--- config.mk ---
export PLATFORM = sky130hd
export DESIGN_NAME = spart_tx
export DESIGN_NICKNAME = d
export VERILOG_FILES = /design/src/rtl/spart_tx.sv
export SDC_FILE = /design/constraint.sdc
export NUM_CORES = 1
export LEC_CHECK = 0
export BUFFER_PORTS_ARGS = -buffer_cell sky130_fd_sc_hd__buf_2
export CAP_MARGIN = 20
export CORE_MARGIN = 2
export CORE_UTILIZATION = 58
export DETAILED_ROUTE_END_ITERATION = 8
export PLACE_DENSITY = 0.78
export SLEW_MARGIN = 20
export SYNTH_ARGS = -nofsm -noshare
export SYNTH_HDL_FRONTEND = slang
export SYNTH_SLANG_ARGS = --single-unit
--- constraint.sdc ---
create_clock -name clk -period 2.6 [get_ports clk]
set_input_delay 0.13 -clock clk [delete_from_list [all_inputs] [get_ports clk]]
set_output_delay 0.13 -clock clk [all_outputs]
set_load 0.1 [all_outputs]
--- src/rtl/spart_tx.sv ---
// SPART transmitter: a one-deep holding buffer feeds a start/data/stop serialiser paced by tx_enable.
// Optional macro SPART_TX_PARITY_EN inserts an even-parity bit between the data bits and the stop bit.
module spart_tx #(
   parameter int DATA_BITS     = 8,
   parameter int TICKS_PER_BIT = 16
) (
   input  logic                 clk,
   input  logic                 rst,
   input  logic                 tx_enable,
   input  logic                 write,
   input  logic [DATA_BITS-1:0] tx_data,
   output logic                 tbr,
   output logic                 txd
);

   localparam int TW = (TICKS_PER_BIT > 1) ? $clog2(TICKS_PER_BIT) : 1;
   localparam int BW = (DATA_BITS > 1) ? $clog2(DATA_BITS) : 1;
   localparam logic [TW-1:0] TICK_LAST = TW'(TICKS_PER_BIT - 1);
   localparam logic [BW-1:0] BIT_LAST  = BW'(DATA_BITS - 1);

`ifdef SPART_TX_PARITY_EN
   typedef enum logic [2:0] {IDLE, START, DATA, PARITY, STOP} state_t;
`else
   typedef enum logic [1:0] {IDLE, START, DATA, STOP} state_t;
`endif

   state_t               state, state_n;
   logic [DATA_BITS-1:0] buf_data;
   logic                 buf_full;
   logic                 load;
   logic [DATA_BITS-1:0] shifter, shifter_n;
   logic [TW-1:0]        tick_cnt, tick_n;
   logic [BW-1:0]        bit_cnt, bit_n;
   logic                 txd_q, txd_n;
   logic                 tick_end;

   // A write is only taken while the buffer is empty; the serialiser empties it when it loads.
   always_ff @(posedge clk) begin
      if (rst) begin
         buf_data <= '0;
         buf_full <= 1'b0;
      end else if (write && !buf_full) begin
         buf_data <= tx_data;
         buf_full <= 1'b1;
      end else if (load) begin
         buf_full <= 1'b0;
      end
   end

`ifdef SPART_TX_PARITY_EN
   logic parity_q;

   always_ff @(posedge clk) begin
      if (rst) begin
         parity_q <= 1'b0;
      end else if (load) begin
         parity_q <= ^buf_data;
      end
   end
`endif

   always_ff @(posedge clk) begin
      if (rst) begin
         state    <= IDLE;
         shifter  <= '0;
         tick_cnt <= '0;
         bit_cnt  <= '0;
         txd_q    <= 1'b1;
      end else begin
         state    <= state_n;
         shifter  <= shifter_n;
         tick_cnt <= tick_n;
         bit_cnt  <= bit_n;
         txd_q    <= txd_n;
      end
   end

   assign tick_end = (state != IDLE) && tx_enable && (tick_cnt == TICK_LAST);

   // txd_n is the value the line takes next cycle, so every transition lands one clock after its tick.
   always_comb begin
      state_n   = state;
      shifter_n = shifter;
      tick_n    = tick_cnt;
      bit_n     = bit_cnt;
      txd_n     = txd_q;
      load      = 1'b0;

      if (state != IDLE && tx_enable) begin
         tick_n = tick_end ? '0 : tick_cnt + TW'(1);
      end

      case (state)
         IDLE: begin
            txd_n = 1'b1;
            if (buf_full && tx_enable) begin
               load      = 1'b1;
               shifter_n = buf_data;
               tick_n    = '0;
               bit_n     = '0;
               state_n   = START;
               txd_n     = 1'b0;
            end
         end
         START: begin
            if (tick_end) begin
               state_n = DATA;
               txd_n   = shifter[0];
            end
         end
         DATA: begin
            if (tick_end) begin
               shifter_n = shifter >> 1;
               if (bit_cnt == BIT_LAST) begin
                  bit_n = '0;
`ifdef SPART_TX_PARITY_EN
                  state_n = PARITY;
                  txd_n   = parity_q;
`else
                  state_n = STOP;
                  txd_n   = 1'b1;
`endif
               end else begin
                  bit_n = bit_cnt + BW'(1);
                  txd_n = shifter_n[0];
               end
            end
         end
`ifdef SPART_TX_PARITY_EN
         PARITY: begin
            if (tick_end) begin
               state_n = STOP;
               txd_n   = 1'b1;
            end
         end
`endif
         STOP: begin
            // A byte already waiting starts straight away, with no idle bit between frames.
            if (tick_end) begin
               if (buf_full) begin
                  load      = 1'b1;
                  shifter_n = buf_data;
                  bit_n     = '0;
                  state_n   = START;
                  txd_n     = 1'b0;
               end else begin
                  state_n = IDLE;
                  txd_n   = 1'b1;
               end
            end
         end
         default: begin
            state_n = IDLE;
            txd_n   = 1'b1;
         end
      endcase
   end

   assign tbr = ~buf_full;
   assign txd = txd_q;

endmodule

======== Word level (Yosys, flattened, before mapping) ========
Cells that the tools add are included.
storage, ports and cells
  register bits after elaboration ......... 27
  bits of input ports ..................... 12
  output and inout bits ................... 2
  word-level logic and storage cells ...... 68
operators by class
  add/sub/neg operators ................... 2
  equality and inequality tests ........... 11
  muxes and demuxes ....................... 35
  bitwise gates (word level) .............. 1
  reduce and logical (&&, ||, !) cells .... 12
operators by type and width
  kind                   number
  $mux W8                4
  $pmux W8 S3            1
  $mux W4                4
  $mux W3                5
  $mux W1                12
  $ne A2 B2 Y1 const B   6
  $mux W2                5
  $reduce_and A5 Y1      2
  $pmux W3 S3            1
  $pmux W2 S4            1
  $add A4 B1 Y4 const B  1
  $eq A2 B2 Y1 const B   2
  $eq A4 B4 Y1 const B   1
  $logic_and A1 B1 Y1    4
  $pmux W1 S4            1
  $reduce_bool A2 Y1     2
  $add A3 B1 Y3 const B  1
  $eq A3 B3 Y1 const B   1
  $reduce_and A3 Y1      1
  $reduce_bool A3 Y1     1
  $eq A2 B1 Y1 const B   1
  $logic_not A2 Y1       1
  $pmux W1 S2            1
  $logic_not A1 Y1       1
  $not A1 Y1             1

======== Logic depth before layout (Yosys ltp) ========
Gate-level depths: netlist of the first run.
  depth in word-level cells ............... 7
  mapped depth ............................ 8
  mapped depth without buffers ............ 6

======== Worst setup path before layout of the first run ========
OpenSTA, ideal clock, no wires.
  path kind ............................... register to register
  start point ............................. register state[0]
  end point ............................... register shifter[0]
  data arrival time ....................... 1.851 ns
  required time ........................... 2.479 ns
  path slack .............................. 0.628 ns
  cell stages (with the launch flop) ...... 9
  period minus slack after synthesis ...... 1.972 ns
  cell sequence ........................... dfxtp_1 > inv_1 > ha_1 > and4b_1 > buf_4 > nand3_2 > a211o_1 > buf_6 > mux2_4
on the way
  longest elaborated chain between the ends .. 5
ends and longest elaborated chain
  item                               RTL line  source
  start, declared                    27        state_t state, state_n;
  start signal, assigned             70        state <= state_n;
  $reduce_bool A2 Y1                 78        assign tick_end = (state != IDLE) && tx_enable && (tick_cnt == TICK_LAST);
  $logic_and A1 B1 Y1 (2 in series)  78
  $ne A2 B2 Y1 (no line)             n/a
  $reduce_and A5 Y1 (no line)        n/a
  end signal, assigned               71        shifter <= shifter_n;
  end, declared                      31        logic [DATA_BITS-1:0] shifter, shifter_n;
Parallel ways exist; a longest one is shown, timed or not.
A chain may end at the register's enable or synchronous reset.

======== Worst setup path in the final report of the first run ========
  start point ............................. register state[0]
  end point ............................... register shifter[4]
The elaborated chain is that of the path after synthesis.

==> impl_metrics.py, run 1 <==
metrics = {
    "cells_and_area": {
        "nets": 195,
        "n_antenna_cell": 0,
        "final-instance-count-excl-fill": 204,
        "layout_cells_sized_above_1_pct": 17.82,
        "num-fill-cells": 205,
        "syn_to_final_growth_pct": 7.095,
    },
    "critical_path": {
        "crit_path_launch_type": "flip-flop",
        "crit_arrival_ns": 2.62,
        "critPathTopFamily": "simple AND/OR/NAND/NOR gates",
        "worstSetupPathType": "reg -> reg",
        "timing.critical_path.buf_inv": 1,
        "r2r_setup_slack_ns": 0.23,
        "timing.critical_path.fanout_max": 13,
        "timing.critical_path.to_type": "flip-flop",
        "cpMaxStageDelayCell": "a211o_1",
        "cp_slowest_stage_delay_ns": 0.47,
        "critical_path.cell_chain": "inv_1 -> ha_1 -> and4b_1 -> nand3_2 -> a211o_1 -> mux2_4",
        "worst-endpoint-required_ns": 2.85,
    },
    "clock_network": {
        "clock_path_buffers": 2,
        "number_of_levels_in_the_clock_h_tree": 1,
        "clk_pin_slew_worst_paths_ns": 0.15,
        "cts.root.buffer_cell": "clkbuf_4",
        "cts-buffers-inserted": 3,
        "clock_sinks": 27,
        "clock_latency_ns": 0.34,
        "cts_tree": "built",
    },
    "sta": {
        "final.setup.worst_slack_ns": 0.2294,
        "timing.setup.tns_ns": 0,
        "final_max_slew_viol_count": 0,
        "max_freq_ghz": 0.4218,
        "slew_headroom_pct": 60.68,
        "unrepaired_setup_endpoints_after_global_routing": "no",
        "hold_violation_count_in_the_final_report": 0,
        "max_slew.worst_pin.slew_ns": 0.5897,
        "setup_viol_count_final": 0,
        "minimum_hold_slack_ns": 0.007501,
        "share_of_the_cycle_needed_by_the_critical_path_after_routing_pct": 91.18,
        "post-route-min-period_ns": 2.371,
        "timing.clock.skew_ns": 0.007381,
    },
    "drt": {
        "dr.pass1.iters": 4,
        "routed-via-count": 1184,
        "remaining_drc_errors": 0,
        "first_iter_violations": 22,
        "routed_wl_um": 2811,
        "routed_wire_length_per_instance_um": 13.78,
        "route.detailed.vias_per_inst": 5.804,
        "ant_nets": 0,
    },
    "yosys": {
        "synth_cell_types": 42,
        "syn_area_per_cell_um2": 9.084,
        "syn_area_um2": 1499,
        "postSynth.topFlopCell": "dfxtp_1",
        "number_of_enable_type_register_cells_in_the_synthesized_netlist": 0,
        "post_synth_inst_count": 165,
        "ys_top_cells_by_count": "27 x dfxtp_1, 19 x nand2_1, 15 x a21oi_1, 11 x mux2i_1, 11 x nor2_1",
        "synth_area_leader": "dfxtp_1",
        "asyncSetResetFlopFracSynth_pct": 0,
        "synth_top_area_share_pct": 36.06,
        "postSynthRegisterBits": 27,
        "synth.top_cells.by_area": "dfxtp_1 36%, mux2i_1 7.3%, mux2_4 7.0%",
        "synth.yosys.seq_area_share_pct": 36.06,
        "synth_most_common_cell": "dfxtp_1",
        "syn-num-nets": 185,
        "ys_warn_count": 0,
    },
    "power": {
        "power.static_leakage_nw": 0.6421,
        "peakVddDrop_uv": 818.5,
        "power_per_cell_area_nw_per_um2": 752.4,
    },
    "floorplan": {
        "core_area_um2": 2455,
        "die_width_um": 54.84,
        "area_of_the_die_um2": 3007,
        "die_y_um": 54.84,
        "placement_rows": 18,
        "starting_density_of_the_core_pct": 61.06,
        "ios": 14,
    },
    "global_routing": {
        "grt_start_max_net_pins": 39,
        "antenna_found_initial": 0,
        "globalRouteTotalUtil_pct": 21.23,
        "first_global_vias": 1027,
        "globalRouteOverflowTotal": 0,
        "grt_first_pass_wirelength_um": 4547,
    },
    "placement": {
        "detailedPlace.worstSlack_ns": 0.2579,
        "gp_congestion": 0.8135,
        "port_buffers": 13,
        "dp_cells": 197,
        "dp_hpwl_um": 2041,
    },
    "worst_hold_path": {
        "hold_class": "in -> reg",
    },
    "flow_run": {
        "max_cap_violations": 0,
    },
    "status": {
        "status": "complete, no violations",
    },
}
state kept, by name (all words and copies together) (netlist names):
name	flops
buf_data	8
shifter	8
tick_cnt	4
bit_cnt	3
state	2
buf_full	1
txd	1
layout by cell type, fill, tap and decap left out, drive strengths merged, types with 6 or more instances in the layout:
cell | Yosys | final
a21oi | 15 | 15
buf | 7 | 14
dfxtp | 27 | 27
ha | 8 | 8
inv | 6 | 6
mux2 | 7 | 7
mux2i | 11 | 11
nand2 | 19 | 19
nor2 | 11 | 11
nor2b | 8 | 8
metrics by stage:
stage	power (mW)	instance area [um2]	utilization [%]
2_1_floorplan	0.9491	1499	-
3_3_place_gp	1.004	1545	62.95
3_5_place_dp	1.016	1545	62.95
4_1_cts	1.211	1605	65.39
5_1_grt	1.276	1605	65.39
6_report	1.208	1605	65.39
cell type report:
class	instances	area (um2)	share of cell area, %
Multi-Input combinational cell	120	872.1	54.33
Tap cell	30	37.54	2.338
Inverter	6	22.52	1.403
Clock inverter	1	7.507	0.4677
Clock buffer	3	22.52	1.403
Sequential cell	27	540.5	33.67
Timing Repair Buffer	17	102.6	6.391
where the power goes:
group          switching [mW]  internal (mW)  total (mW)
combinational           0.304          0.216       0.520
sequential             0.0384          0.458       0.496
clock                   0.132         0.0591       0.192
total                   0.475          0.733        1.21
worst min-delay path, cell delays in order:
cell and delay [ns]:
buf_2 0.09, nand2_1 0.05, a21oi_1 0.05
path summary, 6_finish.rpt:
path,depth (start not counted),start,to
hold reg to reg,2,buf_data[4]$_SDFFE_PP0P_,buf_data[4]$_SDFFE_PP0P_
setup / recovery,6,state[0]$_SDFFE_PP0P_,shifter[4]$_SDFFE_PP0P_
hold / removal,3,tx_data[2],buf_data[2]$_SDFFE_PP0P_
setup reg to reg,6,state[0]$_SDFFE_PP0P_,shifter[4]$_SDFFE_PP0P_
metal layers:
metal	vias up	share of wire, %	global-route usage, %
met5	-	0	0
li1	599	-	-
met1	549	49	30.81
met2	34	45	31.15
met3	2	5.0	3.279
met4	0	0.50	8.333
cells by family after synthesis:
group | share of synthesized area [%]
multiplexers | 14.36
buffers and inverters | 5.759
flip-flops | 36.06
AO/OA/AOI/OAI | 17.11
AND/OR/NAND/NOR | 20.03
adder cells (fa/ha/maj) | 6.678
timing repair:
item                                   4_1_cts  5_1_grt
buffers inserted                             0        0
resized for setup                            0        0
endpoints found under the hold margin        3        0
hold buffers                                 3        0
(Power assumes the default switching activity.)
==> run 2: changes to the inputs <==
ABC_AREA = 1   (was not set)
CORE_UTILIZATION = 57   (was 58)
PLACE_DENSITY = 0.77   (was 0.78)
==> run 2 against run 1 <==
Effect of this change: first-iteration DRC count rose by 32%; design area is 5.3% lower; maximum frequency up 21%; critical path type unchanged; critical endpoint is now shifter[6]$_SDFFE_PP0P_.
==> impl_metrics.py, run 2 <==
metrics = {
    "critical_path": {
        "critical_path.cell_chain": "inv_1 -> ha_1 -> o22ai_4 -> nand3_1 -> nand2_1 -> nor2_1",
        "timing.critical_path.to_type": "flip-flop",
        "crit_path_launch_type": "flip-flop",
        "cp_slowest_stage_delay_ns": 0.57,
        "timing.rr.start": "state[0]$_SDFFE_PP0P_",
        "r2r_setup_slack_ns": 0.64,
        "r2r-end": "shifter[6]$_SDFFE_PP0P_",
        "crit_path_end": "shifter[6]$_SDFFE_PP0P_",
        "critPathTopFamily": "compound AO/OA/AOI/OAI gates",
        "worstSetupPathType": "reg -> reg",
        "timing.critical_path.fanout_max": 22,
        "worst-endpoint-required_ns": 2.83,
        "cpMaxStageDelayCell": "o22ai_4",
        "timing.critical_path.from": "state[0]$_SDFFE_PP0P_",
        "crit_arrival_ns": 2.19,
        "timing.critical_path.buf_inv": 1,
        "cp.depth": 6,
        "reg2reg_depth": 6,
    },
    "yosys": {
        "postSynthRegisterBits": 27,
        "asyncSetResetFlopFracSynth_pct": 0,
        "synth_cell_types": 26,
        "ys_top_cells_by_count": "36 x nor2_1, 32 x nand2_1, 27 x dfxtp_1, 17 x nand3_1, 14 x a21oi_1",
        "ys_warn_count": 0,
        "synth_most_common_cell": "nor2_1",
        "syn_area_um2": 1441,
        "post_synth_inst_count": 189,
        "synth.top_cells.by_area": "dfxtp_1 38%, nor2_1 9.4%, nand2_1 8.3%",
        "syn_area_per_cell_um2": 7.626,
        "number_of_enable_type_register_cells_in_the_synthesized_netlist": 0,
        "synth.yosys.seq_area_share_pct": 37.50,
        "postSynth.topFlopCell": "dfxtp_1",
        "synth_top_area_share_pct": 37.50,
        "syn-num-nets": 209,
        "synth_area_leader": "dfxtp_1",
    },
    "sta": {
        "unrepaired_setup_endpoints_after_global_routing": "no",
        "setup_viol_count_final": 0,
        "max_freq_ghz": 0.5113,
        "final_max_slew_viol_count": 0,
        "slew_headroom_pct": 54.80,
        "final.setup.worst_slack_ns": 0.6443,
        "minimum_hold_slack_ns": 0.04790,
        "max_slew.worst_pin.slew_ns": 0.6781,
        "hold_violation_count_in_the_final_report": 0,
        "post-route-min-period_ns": 1.956,
        "timing.setup.tns_ns": 0,
        "share_of_the_cycle_needed_by_the_critical_path_after_routing_pct": 75.22,
        "timing.clock.skew_ns": 0.003665,
    },
    "cells_and_area": {
        "nets": 221,
        "layout_cells_sized_above_1_pct": 14.50,
        "layout.cells.most_common_list": "36 x nor2_1, 32 x nand2_1, 27 x dfxtp_1",
        "syn_to_final_growth_pct": 5.469,
        "n_antenna_cell": 0,
        "final_instance_area_um2": 1520,
        "largestRegisters": "buf_data: 8 flops, shifter: 8 flops, tick_cnt: 4 flops",
        "mostFrequentLayoutCell": "nor2_1",
    },
    "flow_run": {
        "max_cap_violations": 0,
    },
    "drt": {
        "remaining_drc_errors": 0,
        "ant_nets": 0,
        "route.detailed.vias_per_inst": 5.309,
        "first_iter_violations": 29,
        "dr.pass1.iters": 6,
        "routed_wire_length_per_instance_um": 11.24,
        "routed_wl_um": 2586,
        "routed-via-count": 1221,
    },
    "floorplan": {
        "placement_rows": 18,
        "core_area_um2": 2432,
        "starting_density_of_the_core_pct": 59.26,
        "die_width_um": 54.29,
        "die_y_um": 54.29,
        "ios": 14,
        "area_of_the_die_um2": 2947,
    },
    "clock_network": {
        "clock_latency_ns": 0.32,
        "clock_sinks": 27,
        "buffers_inserted_by_post_cts_timing_repair": 0,
        "number_of_levels_in_the_clock_h_tree": 1,
        "number_of_buffers_added_to_fix_hold_violations_after_cts": 1,
        "cts.root.buffer_cell": "clkbuf_4",
        "cts-buffers-inserted": 3,
        "clock_path_buffers": 2,
        "clk_pin_slew_worst_paths_ns": 0.15,
        "cts_repair_resize_count": 0,
        "cts_tree": "built",
    },
    "global_routing": {
        "globalRouteOverflowTotal": 0,
        "grt_first_pass_wirelength_um": 4181,
        "globalRouteTotalUtil_pct": 19.23,
        "antenna_found_initial": 0,
        "first_global_vias": 972,
        "grt_start_max_net_pins": 23,
    },
    "status": {
        "status": "complete, no violations",
    },
    "placement": {
        "post_placement_cell_area_um2": 1480,
        "gp_congestion": 0.8336,
        "port_buffers": 13,
        "dp_hpwl_um": 1963,
        "detailedPlace.worstSlack_ns": 0.6764,
    },
    "worst_hold_path": {
        "hold_class": "in -> reg",
    },
    "power": {
        "peakVddDrop_uv": 616.4,
        "power_per_cell_area_nw_per_um2": 875.1,
        "power.static_leakage_nw": 0.6750,
    },
}
==> run 2: cell count changes in the layout (fill, tap and decap cells not counted), moves of 3 or more <==
| cell | delta |
|---|---|
| nor2_1 | +25 |
| nand3_1 | +17 |
| nand2_1 | +13 |
| nor2b_1 | -8 |
| inv_1 | +7 |
| mux2_4 | -7 |
| o21ai_0 | +6 |
| nand2b_1 | -5 |
| mux2i_1 | -4 |
| nand2_2 | +3 |
| nand3b_1 | -3 |
==> run 2: stage by stage <==
| stage | power [mW] | instances | util, % |
|---|---|---|---|
| global placement | 1.128 | 225 | 60.85 |
| finish | 1.330 | 230 | 62.50 |
| floorplan | 1.110 | 189 | - |
| CTS | 1.335 | 230 | 62.50 |
| global route | 1.436 | 230 | 62.50 |
| detailed placement | 1.154 | 225 | 60.85 |
==> run 2: cell families after synthesis <==
group,count (synthesis),share of synthesized area [%]
fa+ha+maj,8,6.945
compound gates,31,13.02
flops,27,37.50
buf+inv,22,8.333
mux,7,4.861
simple gates,94,29.34
==> run 2: worst min-delay path by stage <==
stage,startpoint,to,depth (start not counted)
2_1_floorplan,rst,bit_cnt[0]$_SDFFE_PP0P_,1
3_3_place_gp,rst,bit_cnt[0]$_SDFFE_PP0P_,2
3_5_place_dp,rst,bit_cnt[0]$_SDFFE_PP0P_,2
4_1_cts,tx_data[6],buf_data[6]$_SDFFE_PP0P_,3
5_1_grt,tx_data[3],buf_data[3]$_SDFFE_PP0P_,3
6_report,tx_data[6],buf_data[6]$_SDFFE_PP0P_,3
==> run 2: cell type report <==
| cell class | count | area [um2] |
|---|---|---|
| clock buffer | 3 | 22.52 |
| clock inverter | 1 | 7.507 |
| fill | 224 | 912.1 |
| inverter | 15 | 56.30 |
| multi-input combinational | 140 | 780.7 |
| sequential | 27 | 540.5 |
| tap | 30 | 37.54 |
| timing repair buffer | 14 | 75.07 |
==> run 2: routing by layer <==
metal / up-vias / global-route usage [%] / share of wire [%]
li1: 646 / - / -
met1: 550 / 26.50 / 50
met2: 23 / 31.73 / 47
met3: 2 / 2.459 / 2.8
met4: 0 / 5.000 / 0.58
met5: - / 0 / 0
==> run 2: power breakdown <==
group          internal [mW]  total [mW]  switching [mW]
clock network         0.0587       0.182           0.123
registers              0.494       0.549          0.0551
logic                  0.215       0.600           0.384
==> run 2: tightest hold or removal path: stages <==
cell and delay (ns):
buf_2 0.07, o21ai_0 0.07, nor2_1 0.07
